$ cat src/rtl/gemm_drain_pkg.sv
// -----------------------------------------------------------------------------
// gemm_drain_pkg
// Shared types and constants for the GeMM result drain (gemm_result_drain and
// gemm_drain_word_buffer).
//   - default geometry of an SRAM C word (kernels x lanes x element width)
//   - LanesPerWord: accumulators packed into one SRAM C word
//   - elem_t: one signed output element at the default width
//   - drain_state_e: drain FSM states
//   - prefetch_e: tracks the SRAM read latency for the staging register
// No ports (package).
// -----------------------------------------------------------------------------
package gemm_drain_pkg;

  localparam int DefOutDataWidth     = 32;
  localparam int DefNumKernels       = 4;
  localparam int DefNumParallelLanes = 4;
  localparam int LanesPerWord        = DefNumKernels * DefNumParallelLanes;

  typedef logic signed [DefOutDataWidth-1:0] elem_t;

  typedef enum logic [2:0] {
    ST_IDLE,
    ST_FETCH,
    ST_LOAD,
    ST_STREAM,
    ST_DONE
  } drain_state_e;

  // PF_ADDR: the next word address is on the bus this cycle.
  // PF_DATA: its read data is valid this cycle and is captured at the edge.
  typedef enum logic [1:0] {
    PF_IDLE,
    PF_ADDR,
    PF_DATA
  } prefetch_e;

endpackage

$ cat src/rtl/gemm_drain_word_buffer.sv
// -----------------------------------------------------------------------------
// gemm_drain_word_buffer
// Holds the SRAM C word currently being serialized (word_p1) and the prefetched
// next word (stage_p1), and selects the active lane as the output element.
//
// Ports
//   clk_i      in   clock
//   load_i     in   capture rdata_i straight into the active word (first word)
//   capture_i  in   capture rdata_i into the staging word (prefetch)
//   promote_i  in   move the staging word into the active word (word boundary)
//   lane_i     in   lane index of the element to present
//   rdata_i    in   SRAM C read data, OutDataWidth*LaneCnt bits
//   elem_o     out  signed element word_p1[lane_i]
//
// Data registers carry no reset; the control path decides when they are valid.
// -----------------------------------------------------------------------------
module gemm_drain_word_buffer
  import gemm_drain_pkg::*;
#(
  parameter  int OutDataWidth = DefOutDataWidth,
  parameter  int LaneCnt      = LanesPerWord,
  localparam int LaneBits     = (LaneCnt > 1) ? $clog2(LaneCnt) : 1,
  localparam int WordW        = OutDataWidth * LaneCnt
) (
  input  logic                           clk_i,
  input  logic                           load_i,
  input  logic                           capture_i,
  input  logic                           promote_i,
  input  logic [LaneBits-1:0]            lane_i,
  input  logic [WordW-1:0]               rdata_i,
  output logic signed [OutDataWidth-1:0] elem_o
);

  logic [WordW-1:0] word_p1;
  logic [WordW-1:0] stage_p1;

  // ---- stage p1: word registers ----
  // With only two lanes per word the prefetch capture and the promotion can
  // land on the same edge; forwarding rdata_i keeps the promoted word correct.
  always_ff @(posedge clk_i) begin
    if (load_i) begin
      word_p1 <= rdata_i;
    end else if (promote_i) begin
      word_p1 <= capture_i ? rdata_i : stage_p1;
    end
    if (capture_i) begin
      stage_p1 <= rdata_i;
    end
  end

  // ---- output: lane select ----
  assign elem_o = $signed(word_p1[int'(lane_i)*OutDataWidth +: OutDataWidth]);

endmodule

$ cat src/rtl/gemm_result_drain.sv
// -----------------------------------------------------------------------------
// gemm_result_drain
// Reads packed GeMM result rows from SRAM C and serializes them into a
// row-major valid/ready stream of signed elements, lane 0 of each word first.
// After the initial fetch the stream sustains one element per cycle because
// the next word is prefetched into a staging register.
//
// Ports
//   clk_i           in   clock
//   rst_ni          in   synchronous active-low reset
//   start_i         in   begin a drain (honoured only when idle)
//   M_size_i        in   number of rows
//   N_size_i        in   number of columns (multiple of the lanes per word)
//   sram_c_addr_o   out  SRAM C read address (registered)
//   sram_c_rdata_i  in   SRAM C read data, valid one cycle after the address
//   out_data_o      out  stream element (signed), zero when not valid
//   out_valid_o     out  element valid
//   out_ready_i     in   consumer ready
//   out_last_o      out  final element of the matrix
//   busy_o          out  high whenever not idle
//   done_o          out  one-cycle completion pulse
//   checksum_o      out  wrapping sum of transferred elements; present only
//                        when GEMM_DRAIN_CHECKSUM_EN is defined
// -----------------------------------------------------------------------------
module gemm_result_drain
  import gemm_drain_pkg::*;
#(
  parameter  int OutDataWidth     = DefOutDataWidth,
  parameter  int NumKernels       = DefNumKernels,
  parameter  int NumParallelLanes = DefNumParallelLanes,
  parameter  int AddrWidth        = 12,
  parameter  int SizeAddrWidth    = 8,
  localparam int LaneCnt          = NumKernels * NumParallelLanes,
  localparam int WordW            = OutDataWidth * LaneCnt
) (
  input  logic                           clk_i,
  input  logic                           rst_ni,
  input  logic                           start_i,
  input  logic [SizeAddrWidth-1:0]       M_size_i,
  input  logic [SizeAddrWidth-1:0]       N_size_i,
  output logic [AddrWidth-1:0]           sram_c_addr_o,
  input  logic [WordW-1:0]               sram_c_rdata_i,
  output logic signed [OutDataWidth-1:0] out_data_o,
  output logic                           out_valid_o,
  input  logic                           out_ready_i,
  output logic                           out_last_o,
  output logic                           busy_o,
  output logic                           done_o
`ifdef GEMM_DRAIN_CHECKSUM_EN
  ,
  output logic signed [OutDataWidth-1:0] checksum_o
`endif
);

  localparam int LaneBits = (LaneCnt > 1) ? $clog2(LaneCnt) : 1;
  localparam int TotW     = 2 * SizeAddrWidth;

  drain_state_e                   state_q, state_d;
  prefetch_e                      pf_q;
  logic [TotW-1:0]                total_d, total_q;
  logic [TotW-1:0]                word_ptr_q;
  logic [LaneBits-1:0]            lane_q;
  logic                           start_ok;
  logic                           xfer;
  logic                           lane_last;
  logic                           more_words;
  logic                           buf_load;
  logic                           promote;
  logic                           capture;
  logic signed [OutDataWidth-1:0] elem;

  // Words per row times rows; N is a whole number of words.
  assign total_d    = TotW'(M_size_i) * TotW'(N_size_i >> LaneBits);

  assign start_ok   = (state_q == ST_IDLE) && start_i;
  assign out_valid_o = (state_q == ST_STREAM);
  assign xfer       = out_valid_o && out_ready_i;
  assign lane_last  = (lane_q == LaneBits'(LaneCnt - 1));
  // word_ptr_q is the address of the word after the one being emitted, so
  // another word remains while it is still below the word count.
  assign more_words = (word_ptr_q < total_q);
  assign capture    = (state_q == ST_STREAM) && (pf_q == PF_DATA);

  assign out_last_o    = out_valid_o && lane_last && !more_words;
  assign out_data_o    = out_valid_o ? elem : '0;
  assign busy_o        = (state_q != ST_IDLE);
  assign done_o        = (state_q == ST_DONE);
  assign sram_c_addr_o = AddrWidth'(word_ptr_q);

  // ---- FSM next state / controls ----
  always_comb begin
    state_d  = state_q;
    buf_load = 1'b0;
    promote  = 1'b0;
    case (state_q)
      ST_IDLE: begin
        if (start_i) begin
          state_d = (total_d == '0) ? ST_DONE : ST_FETCH;
        end
      end
      ST_FETCH: begin
        state_d = ST_LOAD;
      end
      ST_LOAD: begin
        buf_load = 1'b1;
        state_d  = ST_STREAM;
      end
      ST_STREAM: begin
        if (xfer && lane_last) begin
          if (more_words) begin
            promote = 1'b1;
          end else begin
            state_d = ST_DONE;
          end
        end
      end
      ST_DONE: begin
        state_d = ST_IDLE;
      end
      default: begin
        state_d = ST_IDLE;
      end
    endcase
  end

  // ---- stage p0: state, counters, address ----
  always_ff @(posedge clk_i) begin
    if (!rst_ni) begin
      state_q    <= ST_IDLE;
      pf_q       <= PF_IDLE;
      total_q    <= '0;
      word_ptr_q <= '0;
      lane_q     <= '0;
    end else begin
      state_q <= state_d;

      if (start_ok) begin
        total_q    <= total_d;
        word_ptr_q <= '0;
      end

      if (xfer) begin
        lane_q <= lane_q + 1'b1;
      end

      if (state_q == ST_STREAM) begin
        if (pf_q == PF_ADDR) begin
          pf_q <= PF_DATA;
        end else if (pf_q == PF_DATA) begin
          pf_q <= PF_IDLE;
        end
      end

      // A new address goes out at this edge; its data is captured two
      // STREAM cycles later.
      if (buf_load) begin
        word_ptr_q <= TotW'(1);
        lane_q     <= '0;
        pf_q       <= PF_ADDR;
      end else if (promote) begin
        word_ptr_q <= word_ptr_q + 1'b1;
        pf_q       <= PF_ADDR;
      end
    end
  end

  gemm_drain_word_buffer #(
    .OutDataWidth (OutDataWidth),
    .LaneCnt      (LaneCnt)
  ) u_word_buffer (
    .clk_i     (clk_i),
    .load_i    (buf_load),
    .capture_i (capture),
    .promote_i (promote),
    .lane_i    (lane_q),
    .rdata_i   (sram_c_rdata_i),
    .elem_o    (elem)
  );

`ifdef GEMM_DRAIN_CHECKSUM_EN
  function automatic logic signed [OutDataWidth-1:0] wrap_add(
    input logic signed [OutDataWidth-1:0] acc,
    input logic signed [OutDataWidth-1:0] x
  );
    return acc + x;
  endfunction

  // ---- stage p1: checksum accumulator ----
  always_ff @(posedge clk_i) begin
    if (!rst_ni) begin
      checksum_o <= '0;
    end else if (start_ok) begin
      checksum_o <= '0;
    end else if (xfer) begin
      checksum_o <= wrap_add(checksum_o, elem);
    end
  end
`endif

endmodule

$ cat config.mk
export PLATFORM = sky130hd
export DESIGN_NAME = gemm_result_drain
export DESIGN_NICKNAME = d
export VERILOG_FILES = /design/src/rtl/gemm_drain_pkg.sv /design/src/rtl/gemm_drain_word_buffer.sv /design/src/rtl/gemm_result_drain.sv
export SDC_FILE = /design/constraint.sdc
export NUM_CORES = 2
export LEC_CHECK = 0
export ABC_AREA = 1
export CAP_MARGIN = 5
export CORE_MARGIN = 5
export CORE_UTILIZATION = 60
export CTS_CLUSTER_SIZE = 8
export DETAILED_ROUTE_END_ITERATION = 8
export PLACE_DENSITY = 0.85
export SLEW_MARGIN = 0
export SYNTH_ARGS = -nofsm -noshare
export SYNTH_HDL_FRONTEND = slang
export SYNTH_SLANG_ARGS = --single-unit
$ cat constraint.sdc
create_clock -name clk_i -period 44.5 [get_ports clk_i]
set_clock_uncertainty 0.2 [all_clocks]
set_input_delay 8.9 -clock clk_i [delete_from_list [all_inputs] [get_ports clk_i]]
set_output_delay 8.9 -clock clk_i [all_outputs]
set_load 0.02 [all_outputs]
# == After elaboration in Yosys (flattened, before gate mapping) ==
# Index checks and enable logic that the tools add are counted.
# totals
ff_bits,1065
in_bits,532
# op_classes
n_mux,21
n_addsub,2
n_lt_le_gt_ge,1
shift,1
bitwise_logic,1
n_eq_ne,10
reduce_logical,21
multipliers,1
# op_table
cell,n
$mux 512,3
$shiftx 512x10->32,1
$mux 16,2
$mux 32,1
$add 16x1->16 const B,1
$logic_not 16->1,1
$lt 16x16->1,1
$mul 8x4->12,1
$mux 3,4
$pmux 3 s4,1
$reduce_bool 3->1,3
$mux 1,8
$eq 3x2->1 const B,2
$logic_and 1x1->1,6
$reduce_bool 2->1,3
$add 4x1->4 const B,1
$eq 4x4->1 const B,1
$mux 2,2
$ne 2x2->1 const B,2
$reduce_and 2->1,2
$reduce_bool 4->1,1
$eq 3x1->1 const B,1
$eq 3x3->1 const B,1
$logic_not 3->1,1
other kinds (8),8

# == Logic depth before layout (Yosys ltp) ==
# logic_depth
depth_word,7
ltp_mapped,20
ltp_nobuf,19

# == Cells and area by module ==
# A second synthesis with hierarchy kept.
# hier_totals
hier_cells,5929
hier_area_um2,52799.4
# modules_own_cells
module,area_per_inst_um2,n_inst,cells_per_inst,seq_area_each_um2
gemm_drain_word_buffer,49247.2,1,5362,25624.6
gemm_result_drain,3552.2,1,567,740.7

# == Worst setup path before layout ==
# No wires, ideal clock.
# synth_timing
path_kind,input to register
startpoint,input out_ready_i
endpoint,"register u_word_buffer.word_p1[0], enable pin"
slack_ns,23.141
stages,6
arrival_time_ns,17.496
setup_time_ns,3.663
cell_sequence,nand2_2 -> nor2_2 -> nand2_1 -> inv_2 -> nand3_2 -> nand2_1
# synth_between
elab_chain_len,5
# synth_lines
element,line_no,source
from (decl),gemm_result_drain.sv:45,"input logic out_ready_i,"
$logic_and 1x1->1,gemm_result_drain.sv:77,assign xfer = out_valid_o && out_ready_i;
$logic_and 1x1->1,gemm_result_drain.sv:109,if (xfer && lane_last) begin
$mux 1,gemm_result_drain.sv:109,
$mux 1,gemm_result_drain.sv:95,case (state_q)
$reduce_bool 2->1 (no source line),-,
to (signal assigned),gemm_drain_word_buffer.sv:42,word_p1 <= rdata_i;
to (signal assigned),gemm_drain_word_buffer.sv:44,word_p1 <= capture_i ? rdata_i : stage_p1;
to (decl),gemm_drain_word_buffer.sv:34,logic [WordW-1:0] word_p1;
# No other way between the ends.
# A chain may end at the register's enable or synchronous reset.

# == Worst setup path after layout ==
# layout_timing
startpoint,register lane_q[0]
endpoint,output out_data_o[12]
# layout_between
elab_chain_len,2
# layout_lines
element,line_no,source
from (decl),gemm_result_drain.sv:62,logic [LaneBits-1:0] lane_q;
from (signal assigned),gemm_result_drain.sv:143,lane_q <= lane_q + 1'b1;
$shiftx 512x10->32,gemm_drain_word_buffer.sv:52,assign elem_o = $signed(word_p1[int'(lane_i)*OutDataWidth +: OutDataWidth]);
$mux 32,gemm_result_drain.sv:85,assign out_data_o = out_valid_o ? elem : '0;
to (decl),gemm_result_drain.sv:43,"output logic signed [OutDataWidth-1:0] out_data_o,"
# No other way between the ends.

==> impl_metrics.csv <==
group,metric,value,unit
die,die_area,81700,sq um
clock_tree,cts_buffers,150,
logic_synthesis,synth_fp_nets,5799,
hold_path,hp-start,"word_ptr_q[15]",
final_layout,fin_nets,6156,
power,power_density,53.7,nW/um^2
placement,gp_congestion,0.891,
clock_tree,h-tree-depth,4,
power,ir_worst_vdd,0.0000347,V
critical_path,crit_top_cell,"buf_4",
die,die_width,286,um
critical_path,r2r_cells,9,
clock_tree,cts_tree,"built",
logic_synthesis,async_flop_share,0,
sta,hold_violations,0,
power,p_leak,18.1,nW
logic_synthesis,yosysUniqueCellTypes,34,
drt,drc,0,
sta,tightestPinTransition,1.15,ns
drt,firstDrtPassIters,7,
hold_path,whs_endpoint,"word_ptr_q[15]",
drt,wl_per_cell,23.4,um
final_layout,utilization,0.739,
global_routing,antenna_found_initial,72,
sta,slew_violations,0,
clock_tree,clkLatencyLatePin,0.72,ns
logic_synthesis,syn_area_per_cell,8.74,sq um
clock_tree,cts.path.max_buffers,3,
logic_synthesis,synth_seq_cells,1061,
die,rows,101,
sta,setup-violations-final,0,
clock_tree,clock-root-buffer,"clkbuf_16",
sta,post-route-period-util,0.317,
outcome,status,"completed",
critical_path,startpoint_type,"flop",
clock_tree,cts_setup_buffers,0,
global_routing,grt_pass1_wl,231000,um
critical_path,slowest_stage,"buf_4",
critical_path,required,35.40,ns
die,start_util,0.603,
clock_tree,cts_sinks,1061,
global_routing,grt_pass1_vias,39500,
critical_path,reg2reg_to,"u_word_buffer.word_p1[38]",
clock_tree,post_cts_resize_count,0,
clock_tree,path_clk_slew,0.05,ns
placement,io_buffer_count,575,
final_layout,final_layout_size_suffix_gt1_frac,0.0397,
logic_synthesis,synthFlopType,"dfxtp_1",
hold_path,worstHoldPathCells,2,
critical_path,rrSetupSlack,38.35,ns
critical_path,worst_setup_path_end_kind,"output port",
clock_tree,cts-hold-fix-buffers,0,
die,core,75700,sq um
critical_path,crit_buf_inv,3,
global_routing,grt_usage,0.366,
drt,wirelength,157000,um
sta,max_slew_margin,0.235,
global_routing,grt_max_degree,229,
final_layout,area_delta_synth_final,22.5,%
flow_run,cap_violations,0,
placement,hpwlAfterDp,102000,um
logic_synthesis,synth_warnings,0,
sta,period_minus_slack,14.09,ns
die,die_y,286,um
critical_path,cp_max_fo,88,
logic_synthesis,synth_cells,5224,
logic_synthesis,yosysSeqAreaShare,0.577,
global_routing,grt_overflow,0,
placement,dpl.cell_count,6407,
logic_synthesis,syn_area,45700,sq um
critical_path,path_class,"reg -> out",
sta,tns,0,ns
critical_path,cp_top_family,"buffers and inverters",
drt,avgViaCountPerCell,6.34,
drt,drt_iter0_drc,6148,
critical_path,max_stage_delay,0.83,ns
final_layout,instances_no_fill,6730,
hold_path,hp-class,"reg -> reg",
drt,ant_nets,0,
drt,num_vias,42700,
critical_path,cp_cell_sequence,"buf_4, buf_4, nor2_1, o22ai_1, nand2_1, a31oi_1, clkdlybuf4s50_1",
logic_synthesis,synth_enable_flop_cells,512,
die,io_pins,580,
critical_path,regToRegStartpoint,"state_q[0]",
critical_path,arrival,4.99,ns
sta,rsz0062_at_grt,"no",
sta,fmax,0.0709,GHz
==> layout by cell type, fill, tap and decap left out, drive strengths merged, types with 38 or more instances in the layout <==
cell / Yosys / routed
nor2: 806 / 806
o21ai: 787 / 787
o22ai: 89 / 89
dfxtp: 549 / 549
inv: 100 / 107
nand3: 39 / 39
clkbuf: 304 / 257
diode: 0 / 54
buf: 104 / 38
nand2: 1216 / 1216
clkdlybuf4s50: 0 / 575
edfxtp: 512 / 512
a31oi: 544 / 544
o221ai: 39 / 39
==> worst max path at each step <==
stage / cells after the start / slack [ns] / endpoint / startpoint
floorplan: 6 / 23.14 / u_word_buffer.word_p1[0] / out_ready_i
global placement: 7 / 31.22 / out_data_o[31] / lane_q[0]
detailed placement: 7 / 31.20 / out_data_o[31] / lane_q[0]
CTS: 7 / 30.43 / out_data_o[31] / lane_q[0]
global route: 7 / 30.23 / out_data_o[12] / lane_q[0]
finish: 7 / 30.41 / out_data_o[12] / lane_q[0]
==> flip-flops by register name, indices dropped and copies added (netlist names) <==
signal,cells
state_q,3
total_q,12
pf_q,2
u_word_buffer.stage_p1,512
word_ptr_q,16
u_word_buffer.word_p1,512
lane_q,4
==> cell type report <==
cell class                 instances  area (sq um)
sequential                      1061         26400
fill                            5263         19800
multi-input combinational       3653         17300
timing repair buffer             613          6120
clock buffer                     257          4210
tap                              978          1220
inverter                         102           408
clock inverter                    12           204
antenna                           54           135
==> kinds of logic after synthesis <==
logic type,share of synthesized area
adder cells (fa/ha/maj),0.0138
AND/OR/NAND/NOR,0.174
flip-flops,0.577
AO/OA/AOI/OAI,0.190
XOR/XNOR,0.000192
buffers and inverters,0.0452
==> worst register-to-register path, stage by stage, from the launching register on <==
cell	delay (ns)
dfxtp_1	0.37
inv_1	0.12
nand3_4	0.54
buf_4	0.85
buf_4	0.85
buf_12	0.75
buf_4	0.86
buf_4	0.69
nor2_1	0.11
a31oi_1	0.53
==> synth_stat cells, types with 11 or more instances <==
master       n  share of area
a21oi_1     35         0.0038
a31oi_1    544          0.075
buf_1       18         0.0015
buf_2       70         0.0077
buf_4       15         0.0025
clkbuf_1   304          0.025
dfxtp_1    549           0.24
edfxtp_1   512           0.34
fa_1        12         0.0053
ha_1        31         0.0085
inv_1       93         0.0076
nand2_1   1213           0.10
nand3_1     38         0.0042
nand4_1     11         0.0015
nor2_1     803          0.066
o211ai_1    29         0.0048
o21ai_0    781          0.086
o221ai_1    39         0.0075
o22ai_1     89          0.012
==> metrics by stage <==
step	worst slack, ns	instance area [sq um]	power [mW]	hold WS, ns
6_report	30.41	55900	3.00	0.252
5_1_grt	30.23	55900	3.11	0.258
4_1_cts	30.43	55800	2.99	0.249
3_5_place_dp	31.20	51400	1.92	0.240
3_3_place_gp	31.22	51400	1.90	0.229
2_1_floorplan	23.14	45700	1.75	0.223
==> per-layer routing <==
metal  vias up  global-route usage  part of all wire  wire [um]
li1      19100                   -                 -          -
met1     20200               0.464              0.36      55900
met2      2871               0.547              0.44      69400
met3       517               0.113              0.13      20400
met4        34               0.235             0.072      11300
met5         -                   0            0.0015        232
==> where the power goes <==
group	internal, mW	switching (mW)	leakage (nW)
clock	0.642	0.433	2.09
sequential	1.25	0.0537	8.46
combinational	0.176	0.449	7.55
No activity file was read; power rests on OpenSTA's default activity.
